File: src/rtl/mem_thread_glue.sv
// rtl/mem_thread_glue.sv - EX->MEM->WB glue carrying one thread-tagged op at a time
//
// Purpose: accepts one op from EX, issues a d-cache request for loads/stores
// (address optionally tagged with the thread ID in its MSBs), waits for load
// data and presents a single write-back beat. ALU ops go straight to WB.
//
// Ports:
//   clk, rst                  clock, synchronous active-high reset
//   i_valid / o_ready         EX op handshake (o_ready only in IDLE)
//   i_thread_id ... i_rw_addr EX op fields
//   o_dc_* / i_dc_ready       d-cache request channel
//   i_dc_rsp_valid/_data      d-cache load response
//   o_wb_* / i_wb_ready       write-back beat channel
//   o_thread_busy             one-hot owner of the in-flight op
//   o_bad_tid                 pulse: op dropped for out-of-range thread ID
//   o_spurious_rsp            pulse: response arrived outside WAIT
module mem_thread_glue #(
  parameter int NUM_THREADS    = 2,
  parameter int ADDR_WIDTH     = 16,
  parameter int DATA_WIDTH     = 32,
  parameter int REG_ADDR_WIDTH = 5,
  parameter int ADDR_TAG_EN    = 1,
  localparam int TID_W         = (NUM_THREADS > 1) ? $clog2(NUM_THREADS) : 1
) (
  input  logic                      clk,
  input  logic                      rst,
  input  logic                      i_valid,
  output logic                      o_ready,
  input  logic [TID_W-1:0]          i_thread_id,
  input  logic                      i_is_mem_access,
  input  logic                      i_mem_action,
  input  logic [DATA_WIDTH-1:0]     i_alu_result,
  input  logic [DATA_WIDTH-1:0]     i_sw_data,
  input  logic                      i_uses_rw,
  input  logic [REG_ADDR_WIDTH-1:0] i_rw_addr,
  output logic                      o_dc_valid,
  input  logic                      i_dc_ready,
  output logic                      o_dc_mem_action,
  output logic [ADDR_WIDTH-1:0]     o_dc_addr,
  output logic [DATA_WIDTH-1:0]     o_dc_data,
  input  logic                      i_dc_rsp_valid,
  input  logic [DATA_WIDTH-1:0]     i_dc_rsp_data,
  output logic                      o_wb_valid,
  input  logic                      i_wb_ready,
  output logic [TID_W-1:0]          o_wb_thread_id,
  output logic                      o_wb_uses_rw,
  output logic [REG_ADDR_WIDTH-1:0] o_wb_rw_addr,
  output logic [DATA_WIDTH-1:0]     o_wb_rw_data,
  output logic [NUM_THREADS-1:0]    o_thread_busy,
  output logic                      o_bad_tid,
  output logic                      o_spurious_rsp
);

  typedef enum logic [1:0] {S_IDLE, S_REQ, S_WAIT, S_WB} state_e;

  state_e                    state_q, state_d;
  logic [TID_W-1:0]          tid_q, tid_d;
  logic                      action_q, action_d;
  logic [ADDR_WIDTH-1:0]     addr_q, addr_d;
  logic [DATA_WIDTH-1:0]     sw_q, sw_d;
  logic                      uses_rw_q, uses_rw_d;
  logic [REG_ADDR_WIDTH-1:0] rw_addr_q, rw_addr_d;
  logic [DATA_WIDTH-1:0]     rw_data_q, rw_data_d;
  logic                      bad_tid_q, bad_tid_d;
  logic                      spur_q, spur_d;

  logic [ADDR_WIDTH-1:0]     tagged_addr;
  logic                      tid_ok;

  // Thread tag replaces the top TID_W address bits; without tagging (or a
  // single thread) the low ALU bits pass straight through.
  generate
    if (ADDR_TAG_EN != 0 && NUM_THREADS > 1) begin : g_tag
      assign tagged_addr = {i_thread_id, i_alu_result[ADDR_WIDTH-TID_W-1:0]};
    end else begin : g_notag
      assign tagged_addr = i_alu_result[ADDR_WIDTH-1:0];
    end
  endgenerate

  // Extra bit so the compare also works when NUM_THREADS is a power of two.
  assign tid_ok = ({1'b0, i_thread_id} < (TID_W+1)'(NUM_THREADS));

  always_comb begin
    state_d   = state_q;
    tid_d     = tid_q;
    action_d  = action_q;
    addr_d    = addr_q;
    sw_d      = sw_q;
    uses_rw_d = uses_rw_q;
    rw_addr_d = rw_addr_q;
    rw_data_d = rw_data_q;
    bad_tid_d = 1'b0;
    spur_d    = i_dc_rsp_valid && (state_q != S_WAIT);
    case (state_q)
      S_IDLE: begin
        if (i_valid) begin
          if (!tid_ok) begin
            bad_tid_d = 1'b1;
          end else begin
            tid_d     = i_thread_id;
            uses_rw_d = i_uses_rw;
            rw_addr_d = i_rw_addr;
            if (i_is_mem_access) begin
              action_d = i_mem_action;
              addr_d   = tagged_addr;
              sw_d     = i_sw_data;
              state_d  = S_REQ;
            end else begin
              rw_data_d = i_alu_result;
              state_d   = S_WB;
            end
          end
        end
      end
      S_REQ: begin
        // Stores complete on acceptance; loads wait for data.
        if (i_dc_ready) begin
          state_d = action_q ? S_IDLE : S_WAIT;
        end
      end
      S_WAIT: begin
        if (i_dc_rsp_valid) begin
          rw_data_d = i_dc_rsp_data;
          state_d   = S_WB;
        end
      end
      S_WB: begin
        if (i_wb_ready) begin
          state_d = S_IDLE;
        end
      end
    endcase
  end

  always_ff @(posedge clk) begin
    if (rst) begin
      state_q   <= S_IDLE;
      tid_q     <= '0;
      action_q  <= 1'b0;
      addr_q    <= '0;
      sw_q      <= '0;
      uses_rw_q <= 1'b0;
      rw_addr_q <= '0;
      rw_data_q <= '0;
      bad_tid_q <= 1'b0;
      spur_q    <= 1'b0;
    end else begin
      state_q   <= state_d;
      tid_q     <= tid_d;
      action_q  <= action_d;
      addr_q    <= addr_d;
      sw_q      <= sw_d;
      uses_rw_q <= uses_rw_d;
      rw_addr_q <= rw_addr_d;
      rw_data_q <= rw_data_d;
      bad_tid_q <= bad_tid_d;
      spur_q    <= spur_d;
    end
  end

  always_comb begin
    o_thread_busy = '0;
    for (int t = 0; t < NUM_THREADS; t++) begin
      o_thread_busy[t] = (state_q != S_IDLE) && (tid_q == TID_W'(t));
    end
  end

  assign o_ready         = (state_q == S_IDLE);
  assign o_dc_valid      = (state_q == S_REQ);
  assign o_dc_mem_action = action_q;
  assign o_dc_addr       = addr_q;
  assign o_dc_data       = sw_q;
  assign o_wb_valid      = (state_q == S_WB);
  assign o_wb_thread_id  = tid_q;
  assign o_wb_uses_rw    = uses_rw_q;
  assign o_wb_rw_addr    = rw_addr_q;
  assign o_wb_rw_data    = rw_data_q;
  assign o_bad_tid       = bad_tid_q;
  assign o_spurious_rsp  = spur_q;

endmodule

File: config.mk
export PLATFORM = sky130hd
export DESIGN_NAME = mem_thread_glue
export DESIGN_NICKNAME = d
export VERILOG_FILES = /design/src/rtl/mem_thread_glue.sv
export SDC_FILE = /design/constraint.sdc
export NUM_CORES = 1
export LEC_CHECK = 0
export CAP_MARGIN = 30
export CORE_MARGIN = 10
export CORE_UTILIZATION = 40
export DETAILED_ROUTE_END_ITERATION = 10
export PLACE_DENSITY_LB_ADDON = 0.08
export SLEW_MARGIN = 10
export SYNTH_ARGS = -nofsm -noshare
export SYNTH_HDL_FRONTEND = slang
export SYNTH_SLANG_ARGS = --single-unit
File: constraint.sdc
create_clock -name clk -period 2.63 [get_ports clk]
set_clock_uncertainty 0.2 [all_clocks]
set_input_delay 0.3945 -clock clk [delete_from_list [all_inputs] [get_ports clk]]
set_output_delay 0.3945 -clock clk [all_outputs]
set_load 0.05 [all_outputs]
# Word level (Yosys, flattened, before mapping)
# Index checks and enable logic that the tools add are counted.
[word_totals]
in_bits = 111
ff_bits = 91
[op_classes]
reduce_logical = 10
n_mux = 11
n_eq_ne = 9
bitwise = 1
[ops]
columns = ["operator", "count"]
rows = [
  ["32-bit two-way mux", 3],
  ["32-bit case mux with 2 select lines", 1],
  ["2-bit two-way mux", 6],
  ["2-bit inequality test (second input constant)", 4],
  ["2-bit case mux with 4 select lines", 1],
  ["4-bit AND reduction", 2],
  ["2-bit equality test (second input constant)", 2],
  ["2-bit by 1-bit inequality test with 1-bit output (second input constant)", 2],
  ["2-bit nonzero test", 2],
  ["1-bit logical AND", 3],
  ["3-bit AND reduction", 1],
  ["2-bit by 1-bit equality test with 1-bit output (second input constant)", 1],
  ["2-bit zero test", 1],
  ["2-bit AND reduction", 1],
  ["1-bit inverter", 1],
]

# Longest topological paths before layout
[depth]
ltp_word = 3
depth_mapped = 6
depth_no_buf = 3

# Worst setup path before layout
# OpenSTA, ideal clock, no wires.
[synth_path]
path_type = "register to output"
start = "register state_q[1]"
end = "output o_thread_busy[0]"
required_time_ns = 2.036
arrival_time_ns = 1.848
path_stages_with_launch = 5
path_slack_ns = 0.188
n_path_buf = 2
path_cell_list = "dfxtp_1 -> buf_2 -> clkbuf_1 -> nor2_1 -> nor2_1"
[synth_between]
elab_chain_len = 2
[synth_lines]
columns = ["element", "line", "text"]
rows = [
  ["start: declaration", "56", "state_e state_q, state_d;"],
  ["start signal: assignment", "148", "state_q <= state_d;"],
  ["2-bit nonzero test", "164", "o_thread_busy[t] = (state_q != S_IDLE) && (tid_q == TID_W'(t));"],
  ["1-bit logical AND", "164", ""],
  ["end: declaration", "49", "output logic [NUM_THREADS-1:0] o_thread_busy,"],
]
# Every way passes these cells.

# Worst setup path in the final report
[layout_path]
start = "register state_q[0]"
end = "output o_thread_busy[1]"
# Same word-level chain as after synthesis.

==> results.tsv <==
metric	value	unit
power	0.00395	W
grt_first_pass_wirelength	21300	um
clock-root-buffer	clkbuf_8	
ys.flop_type	dfxtp_1	
drtIter0Drc	138	
clk_pin_slew	0.09	ns
grtUsageTotal	18.1	%
max-slew-margin-rel	61.4	%
synthSimpleGateAreaFrac	12.2	%
fmax	439	MHz
mostFrequentLayoutCell	clkdlybuf4s50_1	
cts_resized	0	
postCtsSetupBuffers	0	
final_nets	744	
cp-start-kind	flop	
drive_above_1_share	16.5	%
critical_path_class	reg2out	
ys_seq_elements	91	
min_to	o_dc_data[6]	
final_cells	772	
syn-num-nets	556	
period_minus_slack	2.28	ns
yosysWarnings	0	
dr.pass1.iters	4	
num_vias	3783	
dp_cells	755	
htreeDepth	3	
max-cap-violations	0	
clock_path_buffers	2	
viasPerCell	4.90	
slew_violations	0	
r2r_end	o_wb_rw_data[30]	
syn_area	0.00402	sq mm
grt_max_degree	47	
yosys-mux-area-fraction	11.3	%
seqCellArea	0.00182	sq mm
reg2reg_slack	0.80	ns
antenna_found_initial	0	
gp_congestion	0.802	
cts_tree	yes	
routed_wl	13400	um
post-dp-hpwl	10200	um
power.density	622	mW/mm^2
synth-edff-count	0	
crit_path_end_kind	output port	
fillers	840	
detail_route.wl_per_cell	17.4	um
tns	0	ns
synth_top_family_by_area	compound AO/OA/AOI/OAI gates	
reg2reg_depth	4	
synth_compound_area_share	23.3	%
io_buffers	204	
netlist_instances	445	
layout_common_cells	198 x clkdlybuf4s50_1, 99 x nand2_1, 89 x dfxtp_1	
dieArea	0.0145	sq mm
cts_hold_buffers	0	
tightest_slew	0.577	ns
avgSynthCellArea	9.03	sq um
worstPathRequired	2.04	ns
antenna_left	0	
io_pins	206	
syn2layout_area_growth	58.1	%
die_x	120	um
cts_buffers	9	
start_util	41.1	%
holdWs	0.256	ns
yosysSeqAreaShare	45.3	%
first_global_vias	3951	
overflow	0	
final-setup-viol-count	0	
hold_path.class	reg2reg	
hold_start	o_dc_data[6]	
synth_adder_area_share	0	%
crit_fanout	29	
num_rows	36	
coreArea	0.00977	sq mm
drc	0	
rsz0062_at_grt	no	
r2r-start	state_q[1]	
fin_util	65.0	%
worstHoldPathCells	2	
cellLeakagePower	2.20	nW
multi_input_area	0.00189	sq mm
synth_xor_area_share	0	%
cts_sinks	91	
clkLatencyLatePin	0.34	ns
synth_cell_types	25	
die_y	120	um
status	finished, final reports clean	
cp.arrival	1.68	ns
hold_viol	0	
ys_async_sr_fraction	0	%
fin_crit_sh	86.6	%
ir_drop	0.000292	V
==> worst max-delay path, stage by stage (launching register included) <==
cell and delay (ns):
dfxtp_2 0.71, nor2_1 0.20, nor2b_1 0.26, buf_12 0.17
==> flip-flops by register name, summed over array words and instances (netlist names) <==
name	flops
o_wb_uses_rw	1
o_dc_data	32
o_wb_thread_id	1
o_wb_rw_data	32
o_dc_mem_action	1
o_dc_addr	16
o_wb_rw_addr	5
o_spurious_rsp	1
state_q	2
==> Yosys cell counts (2+ instances only) <==
cell type / n / area share, %
a211oi_1: 38 / 7.1
a211oi_2: 30 / 9.3
a21oi_1: 49 / 6.1
buf_1: 3 / 0.28
buf_2: 7 / 0.87
buf_6: 3 / 0.84
clkbuf_1: 28 / 2.6
dfxtp_1: 91 / 45
inv_1: 32 / 3.0
mux2_2: 32 / 9.0
mux2i_1: 7 / 1.7
nand2_1: 99 / 9.2
nor2_1: 9 / 0.84
nor2b_1: 5 / 0.78
nor3b_1: 2 / 0.37
==> cell families (layout without fill, tap and decap cells) <==
kind of cell    after synthesis  after routing
compound gates              120            120
buf+inv                      74            267
other cells                   1              2
simple gates                119            119
flops                        91             91
mux                          40             40
==> stage by stage <==
step                setup WS, ns  cell area (sq um)
finish                     0.351               6350
global placement           0.360               6180
global route               0.198               6350
CTS                        0.324               6350
floorplan                  0.188               4020
detailed placement         0.309               6180
==> final cells by class <==
class,count,share of cell area (%)
multi-input combinational,280,29.7
timing repair buffer,219,34.3
inverter,32,1.89
sequential,91,28.7
antenna,1,0.0394
clock inverter,6,0.748
tap,133,2.62
clock buffer,10,2.01
==> report_power, final <==
group          switching [W]  internal, W  total [W]
clock               0.000514     0.000355   0.000868
sequential         0.0000870      0.00151    0.00159
combinational       0.000881     0.000612    0.00149
==> worst max-delay path by stage <==
stage / start / end / cells after the start
after floorplan: state_q[1] / o_thread_busy[0] / 4
after global placement: i_is_mem_access / o_wb_rw_data[29] / 5
after detailed placement: i_is_mem_access / o_wb_rw_data[2] / 5
after CTS: state_q[0] / o_thread_busy[1] / 3
after global routing: state_q[0] / o_thread_busy[1] / 3
final: state_q[0] / o_thread_busy[1] / 3
==> per-layer routing <==
metal / vias to the layer above / GRT usage, % / wire (um)
met4: 0 / 5.13 / 195
met1: 1748 / 20.6 / 5340
met3: 19 / 7.49 / 1290
li1: 1885 / - / -
met5: - / 0 / 0
met2: 131 / 30.4 / 6580
Power figures use the tool's default switching activity.
